**src/rtl/nabp_mapper_scheduler.sv**
```systemverilog
// -----------------------------------------------------------------------------
// nabp_mapper_scheduler
//
// Purpose:
//   Sequences a back-projection sweep over a set of angles. For every angle it
//   reads the mapper accumulator parameters (initial value and increment) from
//   an external parameter table, registers them towards the mapper, kicks the
//   shifter/mapper pair for one angle and waits for the shifter to report
//   completion. After the last angle a one-cycle sweep_done pulse is issued.
//
// Optional feature:
//   NABP_SCHED_PREFETCH_EN - when defined, the parameters of the next angle are
//   read while the current angle is still running and are held in shadow
//   registers. A completion then re-kicks one cycle later instead of three.
//   With the macro undefined every angle goes through FETCH/LOAD/KICK.
//
// Ports:
//   clk, reset_n          clock (rising edge) and synchronous active-low reset
//   start, num_angles     sweep request and number of angles (sampled on start)
//   busy, sweep_done      sweep in progress / one-cycle end-of-sweep pulse
//   angle_idx             index of the angle currently being mapped
//   pt_rd, pt_addr        parameter table read strobe and address
//   pt_init, pt_base      parameter table data, valid one cycle after pt_rd
//   mp_accu_init/base     registered accumulator parameters towards the mapper
//   sh_kick               one-cycle pulse starting shifter and mapper
//   sh_done               shifter finished the current angle
//   err_unexp             sticky flag: sh_done seen while not running an angle
// -----------------------------------------------------------------------------
module nabp_mapper_scheduler #(
  parameter int ANGLE_W = 8,
  parameter int INIT_W  = 24,
  parameter int BASE_W  = 24
) (
  input  logic               clk,
  input  logic               reset_n,
  input  logic               start,
  input  logic [ANGLE_W-1:0] num_angles,
  output logic               busy,
  output logic               sweep_done,
  output logic [ANGLE_W-1:0] angle_idx,
  output logic               pt_rd,
  output logic [ANGLE_W-1:0] pt_addr,
  input  logic [INIT_W-1:0]  pt_init,
  input  logic [BASE_W-1:0]  pt_base,
  output logic [INIT_W-1:0]  mp_accu_init,
  output logic [BASE_W-1:0]  mp_accu_base,
  output logic               sh_kick,
  input  logic               sh_done,
  output logic               err_unexp
);

  typedef enum logic [2:0] {
    IDLE,
    FETCH,
    LOAD,
    KICK,
    RUN,
    FINISH
  } state_t;

  localparam logic [ANGLE_W-1:0] ANGLE_ONE = {{(ANGLE_W-1){1'b0}}, 1'b1};

  state_t             state_q;
  logic [ANGLE_W-1:0] count_q;
  logic [ANGLE_W-1:0] angle_idx_q;
  logic [ANGLE_W-1:0] angle_idx_d;
  logic [ANGLE_W-1:0] pt_addr_q;
  logic               pt_rd_q;
  logic               busy_q;
  logic               sweep_done_q;
  logic               sh_kick_q;
  logic               err_unexp_q;
  logic [INIT_W-1:0]  mp_init_q;
  logic [BASE_W-1:0]  mp_base_q;
  logic               last_angle;

`ifdef NABP_SCHED_PREFETCH_EN
  logic               pf_pend_q;
  logic               shadow_vld_q;
  logic [INIT_W-1:0]  shadow_init_q;
  logic [BASE_W-1:0]  shadow_base_q;
`endif

  // The latched count is never zero while an angle is active (a zero-angle
  // request goes straight to FINISH), so count_q - 1 cannot wrap here.
  assign last_angle  = (angle_idx_q == (count_q - ANGLE_ONE));
  assign angle_idx_d = angle_idx_q + ANGLE_ONE;

  // Sweep sequencer. Every output is a register that is set on the edge that
  // enters the state owning it, so each output lines up with its state.
  always_ff @(posedge clk) begin
    if (!reset_n) begin
      state_q      <= IDLE;
      count_q      <= '0;
      angle_idx_q  <= '0;
      pt_addr_q    <= '0;
      pt_rd_q      <= 1'b0;
      busy_q       <= 1'b0;
      sweep_done_q <= 1'b0;
      sh_kick_q    <= 1'b0;
      err_unexp_q  <= 1'b0;
      mp_init_q    <= '0;
      mp_base_q    <= '0;
`ifdef NABP_SCHED_PREFETCH_EN
      pf_pend_q     <= 1'b0;
      shadow_vld_q  <= 1'b0;
      shadow_init_q <= '0;
      shadow_base_q <= '0;
`endif
    end else begin
      // Strobes default low so each one lasts exactly one cycle.
      pt_rd_q      <= 1'b0;
      sh_kick_q    <= 1'b0;
      sweep_done_q <= 1'b0;

      if (sh_done && (state_q != RUN)) begin
        err_unexp_q <= 1'b1;
      end

`ifdef NABP_SCHED_PREFETCH_EN
      // Table data answering last cycle's prefetch read is on the bus now.
      if (pf_pend_q) begin
        pf_pend_q     <= 1'b0;
        shadow_vld_q  <= 1'b1;
        shadow_init_q <= pt_init;
        shadow_base_q <= pt_base;
      end
`endif

      case (state_q)
        IDLE: begin
          if (start) begin
            // An accepted start clears the error flag unless a stray
            // completion arrives in the very same cycle.
            err_unexp_q <= sh_done;
            angle_idx_q <= '0;
            count_q     <= num_angles;
            busy_q      <= 1'b1;
            if (num_angles != '0) begin
              state_q   <= FETCH;
              pt_rd_q   <= 1'b1;
              pt_addr_q <= '0;
            end else begin
              state_q      <= FINISH;
              sweep_done_q <= 1'b1;
            end
          end
        end

        FETCH: begin
          state_q <= LOAD;
        end

        LOAD: begin
          mp_init_q <= pt_init;
          mp_base_q <= pt_base;
          sh_kick_q <= 1'b1;
          state_q   <= KICK;
        end

        KICK: begin
          state_q <= RUN;
`ifdef NABP_SCHED_PREFETCH_EN
          // Start reading the next angle's parameters on the first RUN cycle;
          // any shadow content from the previous angle is now stale.
          shadow_vld_q <= 1'b0;
          if (!last_angle) begin
            pt_rd_q   <= 1'b1;
            pt_addr_q <= angle_idx_d;
            pf_pend_q <= 1'b1;
          end
`endif
        end

        RUN: begin
          if (sh_done) begin
            if (last_angle) begin
              state_q      <= FINISH;
              sweep_done_q <= 1'b1;
            end else begin
              angle_idx_q <= angle_idx_d;
`ifdef NABP_SCHED_PREFETCH_EN
              if (shadow_vld_q) begin
                mp_init_q <= shadow_init_q;
                mp_base_q <= shadow_base_q;
                sh_kick_q <= 1'b1;
                state_q   <= KICK;
              end else begin
                // Completion beat the prefetch capture: take the slow path.
                state_q   <= FETCH;
                pt_rd_q   <= 1'b1;
                pt_addr_q <= angle_idx_d;
              end
`else
              state_q   <= FETCH;
              pt_rd_q   <= 1'b1;
              pt_addr_q <= angle_idx_d;
`endif
            end
          end
        end

        FINISH: begin
          state_q <= IDLE;
          busy_q  <= 1'b0;
        end

        default: begin
          state_q <= IDLE;
          busy_q  <= 1'b0;
        end
      endcase
    end
  end

  assign busy         = busy_q;
  assign sweep_done   = sweep_done_q;
  assign angle_idx    = angle_idx_q;
  assign pt_rd        = pt_rd_q;
  assign pt_addr      = pt_addr_q;
  assign mp_accu_init = mp_init_q;
  assign mp_accu_base = mp_base_q;
  assign sh_kick      = sh_kick_q;
  assign err_unexp    = err_unexp_q;

endmodule
```
**config.mk**
```make
export PLATFORM = sky130hd
export DESIGN_NAME = nabp_mapper_scheduler
export DESIGN_NICKNAME = d
export VERILOG_FILES = /design/src/rtl/nabp_mapper_scheduler.sv
export SDC_FILE = /design/constraint.sdc
export NUM_CORES = 1
export LEC_CHECK = 0
export BUFFER_PORTS_ARGS = -buffer_cell sky130_fd_sc_hd__buf_4
export CAP_MARGIN = 30
export CELL_PAD_IN_SITES_DETAIL_PLACEMENT = 0
export CELL_PAD_IN_SITES_GLOBAL_PLACEMENT = 1
export CORE_MARGIN = 1
export CORE_UTILIZATION = 37
export DETAILED_ROUTE_END_ITERATION = 16
export PLACE_DENSITY = 0.95
export RECOVER_POWER = 25
export SLEW_MARGIN = 40
export SYNTH_ARGS = -nofsm -noshare
export SYNTH_HDL_FRONTEND = slang
export SYNTH_SLANG_ARGS = --single-unit
```
**constraint.sdc**
```tcl
create_clock -name clk -period 4.5 [get_ports clk]
set_clock_uncertainty 0.2 [all_clocks]
set_input_delay 0.225 -clock clk [delete_from_list [all_inputs] [get_ports clk]]
set_output_delay 0.225 -clock clk [all_outputs]
set_load 0.01 [all_outputs]
```
==> impl_metrics.py, run 1 <==
metrics = {
    "power": {
        "internal-power_uw": 1220,
        "total_leakage_power_uw": 0.00197,
        "seqPwrFrac_pct": 46.9,
        "p_per_area_mw_per_mm2": 335,
        "p_sw_share_pct": 26.7,
        "comb_power_share_pct": 18.2,
        "fin_total_pwr_uw": 1670,
        "peakVddDrop_mv": 0.257,
        "pwr-share-clk_pct": 34.9,
        "power.switching_uw": 445,
    },
    "yosys": {
        "synthesis.area_mm2": 0.00331,
        "avgSynthCellArea_um2": 8.06,
        "muxShareOfSynthArea_pct": 0.604,
        "synthTopCellsByArea": "dfxtp_1 (48%), nand2_1 (15%), a21oi_1 (8.9%), clkbuf_1 (2.2%), xnor2_1 (2.1%)",
        "synth_cell_types": 46,
        "synth_top_family_by_area": "simple AND/OR/NAND/NOR gates",
        "synth-xor-area-share_pct": 4.23,
        "syn-num-nets": 473,
        "synth_adder_area_share_pct": 0.756,
        "yosys_warnings": 0,
        "synth_top_area_cell": "dfxtp_1",
        "ys_ff_latch": 80,
        "synth-compound-area-share_pct": 16.7,
        "synth-seq-area-share_pct": 48.4,
        "synth_top_area_share_pct": 48.4,
        "synth-simple-area-share_pct": 25.1,
        "syn-instance-count": 411,
    },
    "floorplan": {
        "die-area_mm2": 0.00933,
        "die_y_um": 96.6,
        "io_pins": 129,
        "rows": 34,
        "start_util_pct": 38.2,
        "core_mm2": 0.00868,
        "dieWidth_um": 96.6,
    },
    "routing": {
        "drt-pass1-iter-count": 5,
        "drt-met1-wl_um": 3930,
        "viasPerCell": 4.93,
        "wl_met2_um": 4980,
        "drt_iter0_drc": 123,
        "top_layer": "met4",
        "ant_nets": 0,
        "drt_wl_total_um": 9550,
        "drc": 0,
        "vias": 3432,
        "route.met3.wl_um": 529,
        "routedWlPerCell_um": 13.7,
    },
    "setup_path": {
        "path_max_fanout": 13,
        "r2r_setup_slack_ns": 1.84,
        "end_kind": "flip-flop",
        "path_class": "flip-flop to flip-flop",
        "worstPathArrival_ns": 2.68,
        "required_ns": 4.52,
        "cp-start-kind": "flip-flop",
    },
    "clocking": {
        "cts_tree": "yes",
        "cts_sinks": 80,
        "worstSkewPairLatency_ns": 0.34,
        "clk_pin_slew_ns": 0.08,
        "cts_inserted_buffers": 9,
        "cts_resized": 0,
        "cts_root_buffer": "clkbuf_8",
        "clockBufferDepth": 2,
        "htreeDepth": 3,
    },
    "global_route": {
        "grt_max_degree": 71,
        "grt_pass1_wl_um": 15700,
        "track_usage_pct": 20.3,
        "grt_pass1_vias": 3399,
        "antenna_found_initial": 0,
        "grt_overflow": 0,
    },
    "placed_design": {
        "dpl_cell_area_mm2": 0.00431,
        "port-buffer-count": 128,
        "hpwlAfterDp_um": 5790,
        "globalplace.congestion": 0.778,
    },
    "run_status": {
        "outcome": "completed",
    },
    "timing": {
        "tns_ns": 0,
        "clock.fmax_ghz": 0.376,
        "finalMaxSlewViolations": 0,
        "finalSetupViolCount": 0,
        "slew_headroom_pct": 52.2,
        "worstMarginPinSlew_ns": 0.717,
        "finalCritPeriodShare_pct": 59.1,
        "finalHoldViolCount": 0,
        "fin_crit_ns": 2.66,
        "rsz0062_at_grt": "no",
    },
    "job": {
        "drv_cap": 0,
    },
    "finish": {
        "antenna_cells": 0,
        "multiInputGateArea_mm2": 0.00158,
        "final_layout_size_suffix_gt1_share_pct": 20.9,
        "seq_area_mm2": 0.00160,
        "nets": 645,
        "syn2layout_area_growth_pct": 50.1,
        "final_area_mm2": 0.00497,
        "fillerInstances": 836,
    },
    "hold_path": {
        "hold_class": "primary input to flip-flop",
    },
}
layout make-up:
cell class / instances / share of cell area (%)
inverters: 6 / 0.503
multi-input cells: 299 / 31.7
clock buffers: 11 / 2.84
repair buffers: 187 / 28.4
flip-flops and latches: 80 / 32.2
well taps: 108 / 2.72
clock inverters: 5 / 1.61
what timing repair did:
item                      in CTS  in global routing
hold endpoints to repair      57                  0
hold buffers                  57                  0
setup buffers                  0                  0
cell usage in the layout (no fill, tap or decap), drive strengths merged, types with 3 or more instances in the layout:
cell / n
o22ai: 6
clkbuf: 47
inv: 6
xnor2: 8
buf: 94
a31oi: 5
nand3: 8
and3: 5
nor3: 5
nor2: 16
o21ai: 15
nand2: 131
or4b: 5
a21oi: 60
or4: 3
dfxtp: 80
nand2b: 3
xor2: 8
dlygate4sd3: 57
through the flow:
| step | hold slack (ns) | setup WS (ns) | instances | utilization (%) |
|---|---|---|---|---|
| finish | 0.0160 | 1.84 | 696 | 57.3 |
| global route | 0.0149 | 1.67 | 696 | 57.3 |
| CTS | 0.00438 | 1.66 | 695 | 58.8 |
| detailed placement | 0.248 | 1.66 | 622 | 49.6 |
| global placement | 0.242 | 1.77 | 622 | 49.6 |
| floorplan | 0.161 | 2.23 | 411 | - |
state kept, by name (all words and copies together), names as in the netlist:
signal / cells
mp_accu_base: 24
mp_accu_init: 24
angle_idx: 8
count_q: 8
pt_addr: 8
state_q: 3
busy: 1
err_unexp: 1
pt_rd: 1
sh_kick: 1
sweep_done: 1
cells in the mapped netlist (all sizes together):
cell     count
or4          3
nand3        8
nand2      131
a21oi       60
a22oi        2
buf          6
mux2i        2
nand3b       1
clkinv       1
nand2b       3
nor3b        1
clkbuf      20
xor2         8
or4b         5
ha           2
nor4         2
o21ai       15
o22ai        6
o311ai       1
nand4        1
or2          1
dfxtp       80
a32o         1
a2111o       1
o31ai        1
xnor2        8
and3         5
inv          5
a41oi        1
or3b         1
o21ba        1
a31oi        5
o2bb2ai      1
nor3         5
a221oi       1
nor2        16
kinds of logic after synthesis:
| logic type | after synthesis |
|---|---|
| multiplexers | 2 |
| AND/OR/NAND/NOR | 183 |
| buffers and inverters | 32 |
| AO/OA/AOI/OAI | 96 |
| adder cells (fa/ha/maj) | 2 |
| flip-flops | 80 |
| XOR/XNOR | 16 |
per-layer routing:
metal / GRT usage (%) / up-vias
li1: - / 1729
met1: 23.6 / 1572
met2: 37.0 / 118
met3: 5.56 / 13
met4: 4.71 / 0
met5: 0 / -
power groups by stage:
stage / Sequential, uW / Combinational (uW) / Clock [uW]
4_1_cts: 781 / 318 / 600
5_1_grt: 787 / 333 / 632
2_1_floorplan: 802 / 150 / 0
3_5_place_dp: 797 / 278 / 0
3_3_place_gp: 795 / 272 / 0
6_report: 781 / 304 / 581
final timing paths:
path / from / end / depth (start not counted)
worst max-delay path: count_q[0] / pt_addr[3] / 9
worst min register to register: mp_accu_init[9] / mp_accu_init[9] / 2
worst min-delay path: start / state_q[0] / 3
worst max register to register: count_q[0] / pt_addr[3] / 9
critical path, stage by stage (launching register included):
cell and delay [ns]:
dfxtp_1 0.41, inv_1 0.07, ha_1 0.26, o21ba_2 0.22
a221oi_1 0.33, a41oi_1 0.13, nor4_4 0.28, buf_4 0.26
a2111o_1 0.27, o22ai_1 0.12
No activity file was read; power rests on OpenSTA's default activity.
==> run 2, diff against run 1 <==
ABC_AREA = 1   (was unset)
CORE_UTILIZATION = 30   (was 37)
PLACE_DENSITY = 0.86   (was 0.95)
clock period = 2.3 ns   (was 4.5 ns; I/O delays follow)
==> run 2 against run 1 <==
Final cell count increased by 17%. Sequential share of layout area decreased by 1.9 points. Sequential cell count unchanged. Via count increased by 8.7%. Count of clock-buffer cells in the layout decreased by 1. Die area increased by 25%. Sequential power increased by 120%. Setup slack got worse by 1.7 ns. Maximum frequency increased by 25%. Synthesized area increased by 2.0%. Wire length increased by 9.0%. Critical path type unchanged. Critical endpoint is now mp_accu_base[15]. Largest power group unchanged. Highest routed layer unchanged.
==> impl_metrics.py, run 2 <==
metrics = {
    "run_status": {
        "outcome": "completed",
    },
    "hold_path": {
        "hold_end": "mp_accu_init[10]",
        "hold_start": "mp_accu_init[10]",
        "hold_class": "flip-flop to flip-flop",
        "hold-path-cell-count": 2,
    },
    "timing": {
        "finalHoldViolCount": 0,
        "finalCritPeriodShare_pct": 92.7,
        "worstMarginPinSlew_ns": 0.442,
        "tns_ns": 0,
        "finalSetupViolCount": 0,
        "clock.fmax_ghz": 0.469,
        "fin_crit_ns": 2.13,
        "slew_headroom_pct": 70.5,
        "finalMaxSlewViolations": 0,
    },
    "yosys": {
        "async_flop_share_pct": 0,
        "synthesis.area_mm2": 0.00338,
        "synth_cell_types": 28,
        "avgSynthCellArea_um2": 7.11,
        "dominantRegCellSynth": "dfxtp_1",
        "synth_edf_count": 0,
        "ys_ff_latch": 80,
        "yosys_warnings": 0,
        "synth-seq-area-share_pct": 47.4,
        "synth_common_cells": "nor2_1 (134), dfxtp_1 (80), nand2_1 (60), o21ai_0 (59), nand3_1 (30)",
        "syn-instance-count": 475,
        "synth.most_common_cell": "nor2_1",
        "synth_top_area_share_pct": 47.4,
        "syn-num-nets": 537,
        "synth_top_area_cell": "dfxtp_1",
        "synthTopCellsByArea": "dfxtp_1 (47%), nor2_1 (15%), o21ai_0 (8.7%), nand2_1 (6.7%), nand3_1 (4.4%)",
    },
    "global_route": {
        "grt_overflow": 0,
        "grt_max_degree": 50,
        "globalRouteMet2Util_pct": 31.8,
        "busiest_layer": "met2",
        "track_usage_pct": 18.7,
        "grt_pass1_vias": 3730,
        "use_met3_pct": 6.15,
        "grt_pass1_wl_um": 16900,
        "antenna_found_initial": 0,
        "met1_usage_pct": 20.5,
    },
    "finish": {
        "antenna_cells": 0,
        "final_layout_size_suffix_gt1_share_pct": 19.6,
        "fin_cells": 814,
        "nets": 731,
        "seq_area_mm2": 0.00160,
        "syn2layout_area_growth_pct": 56.5,
        "layout_commonest_cell": "nor2_1",
        "multiInputGateArea_mm2": 0.00157,
        "fillerInstances": 1058,
        "final_cell_mix": "nor2_1 (134), buf_4 (94), dfxtp_1 (79)",
        "utilization_pct": 48.5,
    },
    "setup_path": {
        "end_kind": "flip-flop",
        "r2r_setup_slack_ns": 0.17,
        "crit_buf_inv": 2,
        "critPathTopFamily": "buffers and inverters",
        "r2r-start": "state_q[2]",
        "slowest_delay_ns": 0.59,
        "reg2reg_to": "mp_accu_base[15]",
        "path_depth": 6,
        "cp-start-kind": "flip-flop",
        "path_cells": "nor2_1, nand2_1, buf_4, o21ai_0, dlygate4sd3_1, nor2_1",
        "path_max_fanout": 49,
        "r2r_cells": 6,
        "required_ns": 2.40,
        "worstPathArrival_ns": 2.24,
        "slowest_stage": "dlygate4sd3_1",
        "crit_top_cell": "nor2_1",
        "critPathLaunch": "state_q[2]",
        "path_class": "flip-flop to flip-flop",
    },
    "routing": {
        "drt-pass1-iter-count": 4,
        "vias": 3731,
        "drt_wl_total_um": 10400,
        "routedWlPerCell_um": 12.8,
        "drc": 0,
        "viasPerCell": 4.58,
        "drt_iter0_drc": 117,
        "ant_nets": 0,
    },
    "clocking": {
        "cts_tree": "yes",
        "worstSkewPairLatency_ns": 0.37,
        "postCtsSetupBuffers": 0,
        "clockBufferDepth": 2,
        "cts_inserted_buffers": 9,
        "cts_sinks": 80,
        "htreeDepth": 3,
        "cts_root_buffer": "clkbuf_8",
        "clk_pin_slew_ns": 0.09,
    },
    "placed_design": {
        "dp.cells": 725,
        "globalplace.congestion": 0.787,
        "hpwlAfterDp_um": 6700,
        "port-buffer-count": 128,
    },
    "power": {
        "peakVddDrop_mv": 0.416,
        "p_per_area_mw_per_mm2": 763,
        "total_leakage_power_uw": 0.00230,
    },
    "floorplan": {
        "rows": 38,
        "start_util_pct": 31.0,
        "dieWidth_um": 108,
        "core_mm2": 0.0109,
        "die_y_um": 108,
        "io_pins": 129,
        "die-area_mm2": 0.0117,
    },
    "job": {
        "drv_cap": 0,
    },
}
-- run 2: cell count changes in the layout (fill, tap and decap cells not counted), sizes merged, moves of 5 or more --
cell / change
inv: +27
a21oi: -39
xor2: -5
nand2: -66
nand3: +24
xnor2: -8
nor2: +127
and3: -5
or4b: -5
o22ai: -6
dlygate4sd3: +16
o21ai: +46
-- run 2: through the flow --
step                      total power (uW)  cell area (um2)  worst slack (ns)  hold WS, ns
after global placement                2800             4450             0.171        0.150
final                                 4030             5290             0.167        0.284
after CTS                             4120             5400            0.0955        0.291
after detailed placement              2820             4450             0.109        0.171
after global routing                  4280             5290          -0.00978        0.312
after floorplan                       2360             3380             0.283       0.0596
-- run 2: kinds of logic after synthesis --
family                     count (synthesis)  share of synthesized area (%)
adders and majority gates                  2                          0.741
and+or+nand+nor                          250                           31.6
xor gates and xnor gates                   3                          0.778
DFF                                       80                           47.4
AOI/OAI and AO/OA                         86                           13.0
buffers and inverters                     54                           6.45
-- run 2: worst max-delay path by stage --
stage,endpoint
finish,mp_accu_base[15]
global route,angle_idx[3]
global placement,angle_idx[0]
floorplan,angle_idx[0]
detailed placement,angle_idx[4]
CTS,angle_idx[4]
-- run 2: cell type report --
cell class	count	area share (%)
clock buffers	10	2.41
clock inverters	6	1.73
inverters	33	2.34
multi-input cells	341	29.8
flip-flops and latches	80	30.3
well taps	140	3.31
repair buffers	204	30.1
-- run 2: power by group --
group,switching [uW],internal [uW],leakage (uW),total [uW]
sequential,128,1560,0.000657,1690
combinational,647,513,0.00153,1160
clock,562,620,0.000111,1180
total,1340,2700,0.00230,4030
-- run 2: worst min-delay path, delay by kind of cell, from the launching register on --
kind	cells	cell delay, ns
flops	1	0.33
simple gates	2	0.12
-- run 2: repair_timing --
item / CTS / global route
hold endpoints to repair: 74 / 0
hold buffers: 73 / 0
resized for setup: 0 / 5
endpoints found under the setup margin: 0 / 17
-- run 2: routing by layer --
metal	share of wire, %	up-vias
met5	0	-
met4	2.0	0
met3	7.5	14
met2	48	111
met1	42	1693
li1	-	1913
==> run 3, diff against run 2 <==
--- a/config.mk
+++ b/config.mk
@@ -17,2 +17,3 @@
 export RECOVER_POWER = 25
+export SKIP_CTS_REPAIR_TIMING = 1
 export SLEW_MARGIN = 40
--- a/constraint.sdc
+++ b/constraint.sdc
@@ -4,2 +4,2 @@
 set_output_delay 0.115 -clock clk [all_outputs]
-set_load 0.01 [all_outputs]
+set_load 0.05 [all_outputs]
==> run 3 against run 2 <==
Critical path depth did not move. Die area stayed put. Combinational power increased by 39%. Design area fell by 0.83%. Maximum frequency is 1.4% higher. Total power increased by 11%. Final cell count fell by 0.49%. Via count grew 0.13%. Setup slack improved by 0.029 ns. Global-route usage fell by 1.9 points.
==> impl_metrics.py, run 3 (same netlist as run 2, synthesis figures left out) <==
metrics = {
    "setup_path": {
        "path_class": "flip-flop to flip-flop",
        "crit_buf_inv": 2,
        "path_max_fanout": 49,
        "cp-start-kind": "flip-flop",
        "slowest_stage": "dlygate4sd3_1",
        "slowest_delay_ns": 0.59,
        "path_cells": "nor2_1, nand2_1, buf_4, o21ai_0, dlygate4sd3_1, nor2_1",
        "r2r_setup_slack_ns": 0.20,
        "required_ns": 2.41,
        "critPathTopFamily": "buffers and inverters",
        "worstPathArrival_ns": 2.21,
        "crit_top_cell": "nor2_1",
        "end_kind": "flip-flop",
    },
    "finish": {
        "syn2layout_area_growth_pct": 55.2,
        "final_layout_size_suffix_gt1_share_pct": 19.6,
        "nets": 727,
        "antenna_cells": 0,
        "layout_commonest_cell": "nor2_1",
        "final_cell_mix": "nor2_1 (134), buf_4 (93), dfxtp_1 (79)",
        "seq_area_mm2": 0.00160,
        "fillerInstances": 1077,
        "multiInputGateArea_mm2": 0.00157,
    },
    "power": {
        "pwr-share-clk_pct": 26.3,
        "p_per_area_mw_per_mm2": 854,
        "peakVddDrop_mv": 0.492,
        "power.switching_uw": 1790,
        "total_leakage_power_uw": 0.00228,
        "fin_total_pwr_uw": 4480,
        "internal-power_uw": 2690,
        "comb_power_share_pct": 35.9,
        "seqPwrFrac_pct": 37.8,
        "p_sw_share_pct": 39.9,
    },
    "run_status": {
        "outcome": "completed",
    },
    "routing": {
        "viasPerCell": 4.61,
        "routedWlPerCell_um": 12.9,
        "drt-pass1-iter-count": 5,
        "ant_nets": 0,
        "vias": 3736,
        "drt_wl_total_um": 10400,
        "drc": 0,
        "drt_iter0_drc": 112,
    },
    "timing": {
        "worstMarginPinSlew_ns": 0.634,
        "slew_headroom_pct": 57.9,
        "finalHoldViolCount": 0,
        "fin_crit_ns": 2.10,
        "clock.fmax_ghz": 0.475,
        "finalSetupViolCount": 0,
        "finalMaxSlewViolations": 0,
        "finalCritPeriodShare_pct": 91.5,
        "whs_ns": 0.284,
    },
    "floorplan": {
        "rows": 38,
        "start_util_pct": 31.0,
        "dieWidth_um": 108,
        "core_mm2": 0.0109,
        "die-area_mm2": 0.0117,
        "io_pins": 129,
        "die_y_um": 108,
    },
    "clocking": {
        "cts_root_buffer": "clkbuf_8",
        "cts_inserted_buffers": 9,
        "worstSkewPairLatency_ns": 0.37,
        "cts_tree": "yes",
        "clk_pin_slew_ns": 0.09,
        "clockBufferDepth": 2,
        "cts_sinks": 80,
        "htreeDepth": 3,
    },
    "global_route": {
        "grt_pass1_wl_um": 15200,
        "grt_overflow": 0,
        "antenna_found_initial": 0,
        "grt_max_degree": 50,
        "grt_pass1_vias": 3379,
        "track_usage_pct": 16.9,
    },
    "placed_design": {
        "hpwlAfterDp_um": 6700,
        "globalplace.congestion": 0.787,
        "port-buffer-count": 128,
    },
    "hold_path": {
        "hold_class": "flip-flop to flip-flop",
    },
    "job": {
        "drv_cap": 0,
    },
}
## run 3: layout make-up
class | instances | share of cell area, %
flip-flops and latches | 80 | 30.6
well taps | 140 | 3.34
repair buffers | 200 | 29.5
inverters | 33 | 2.36
clock inverters | 6 | 1.74
multi-input cells | 341 | 30.0
clock buffers | 10 | 2.43
## run 3: routing by layer
layer / wire length (um) / global-route usage, % / share of wire, %
met1: 4270 / 18.3 / 41
met2: 5170 / 28.0 / 50
met3: 790 / 6.57 / 7.6
met4: 187 / 9.39 / 1.8
met5: 0 / 0 / 0
## run 3: worst register-to-register path: cells and delay by family (launching register included)
kind	cells	cell delay, ns
buf+inv	2	0.97
flops	1	0.42
compound gates	1	0.17
simple gates	3	0.27
## run 3: metrics by stage
stage	util [%]	TNS [ns]	instances	cell area, um2	setup slack, ns
4_1_cts	42.9	0	741	4670	0.0955
3_5_place_dp	40.9	0	725	4450	0.109
3_3_place_gp	40.9	0	725	4450	0.171
5_1_grt	48.1	-0.00978	810	5240	-0.00978
2_1_floorplan	-	0	475	3380	0.249
6_report	48.1	0	810	5240	0.196
## run 3: final timing paths
| kind | depth (start not counted) | start | to |
|---|---|---|---|
| max | 6 | state_q[2] | mp_accu_base[7] |
| min | 2 | mp_accu_init[10] | mp_accu_init[10] |
| max reg2reg | 6 | state_q[2] | mp_accu_base[7] |
| min reg2reg | 2 | mp_accu_init[10] | mp_accu_init[10] |
## run 3: power by group through the flow
stage	Sequential [uW]	Clock, uW	Combinational (uW)
after floorplan	2230	0	592
after global placement	1720	0	1550
after detailed placement	1720	0	1560
after CTS	1690	1220	1570
after global routing	1720	1270	1750
final	1690	1180	1610
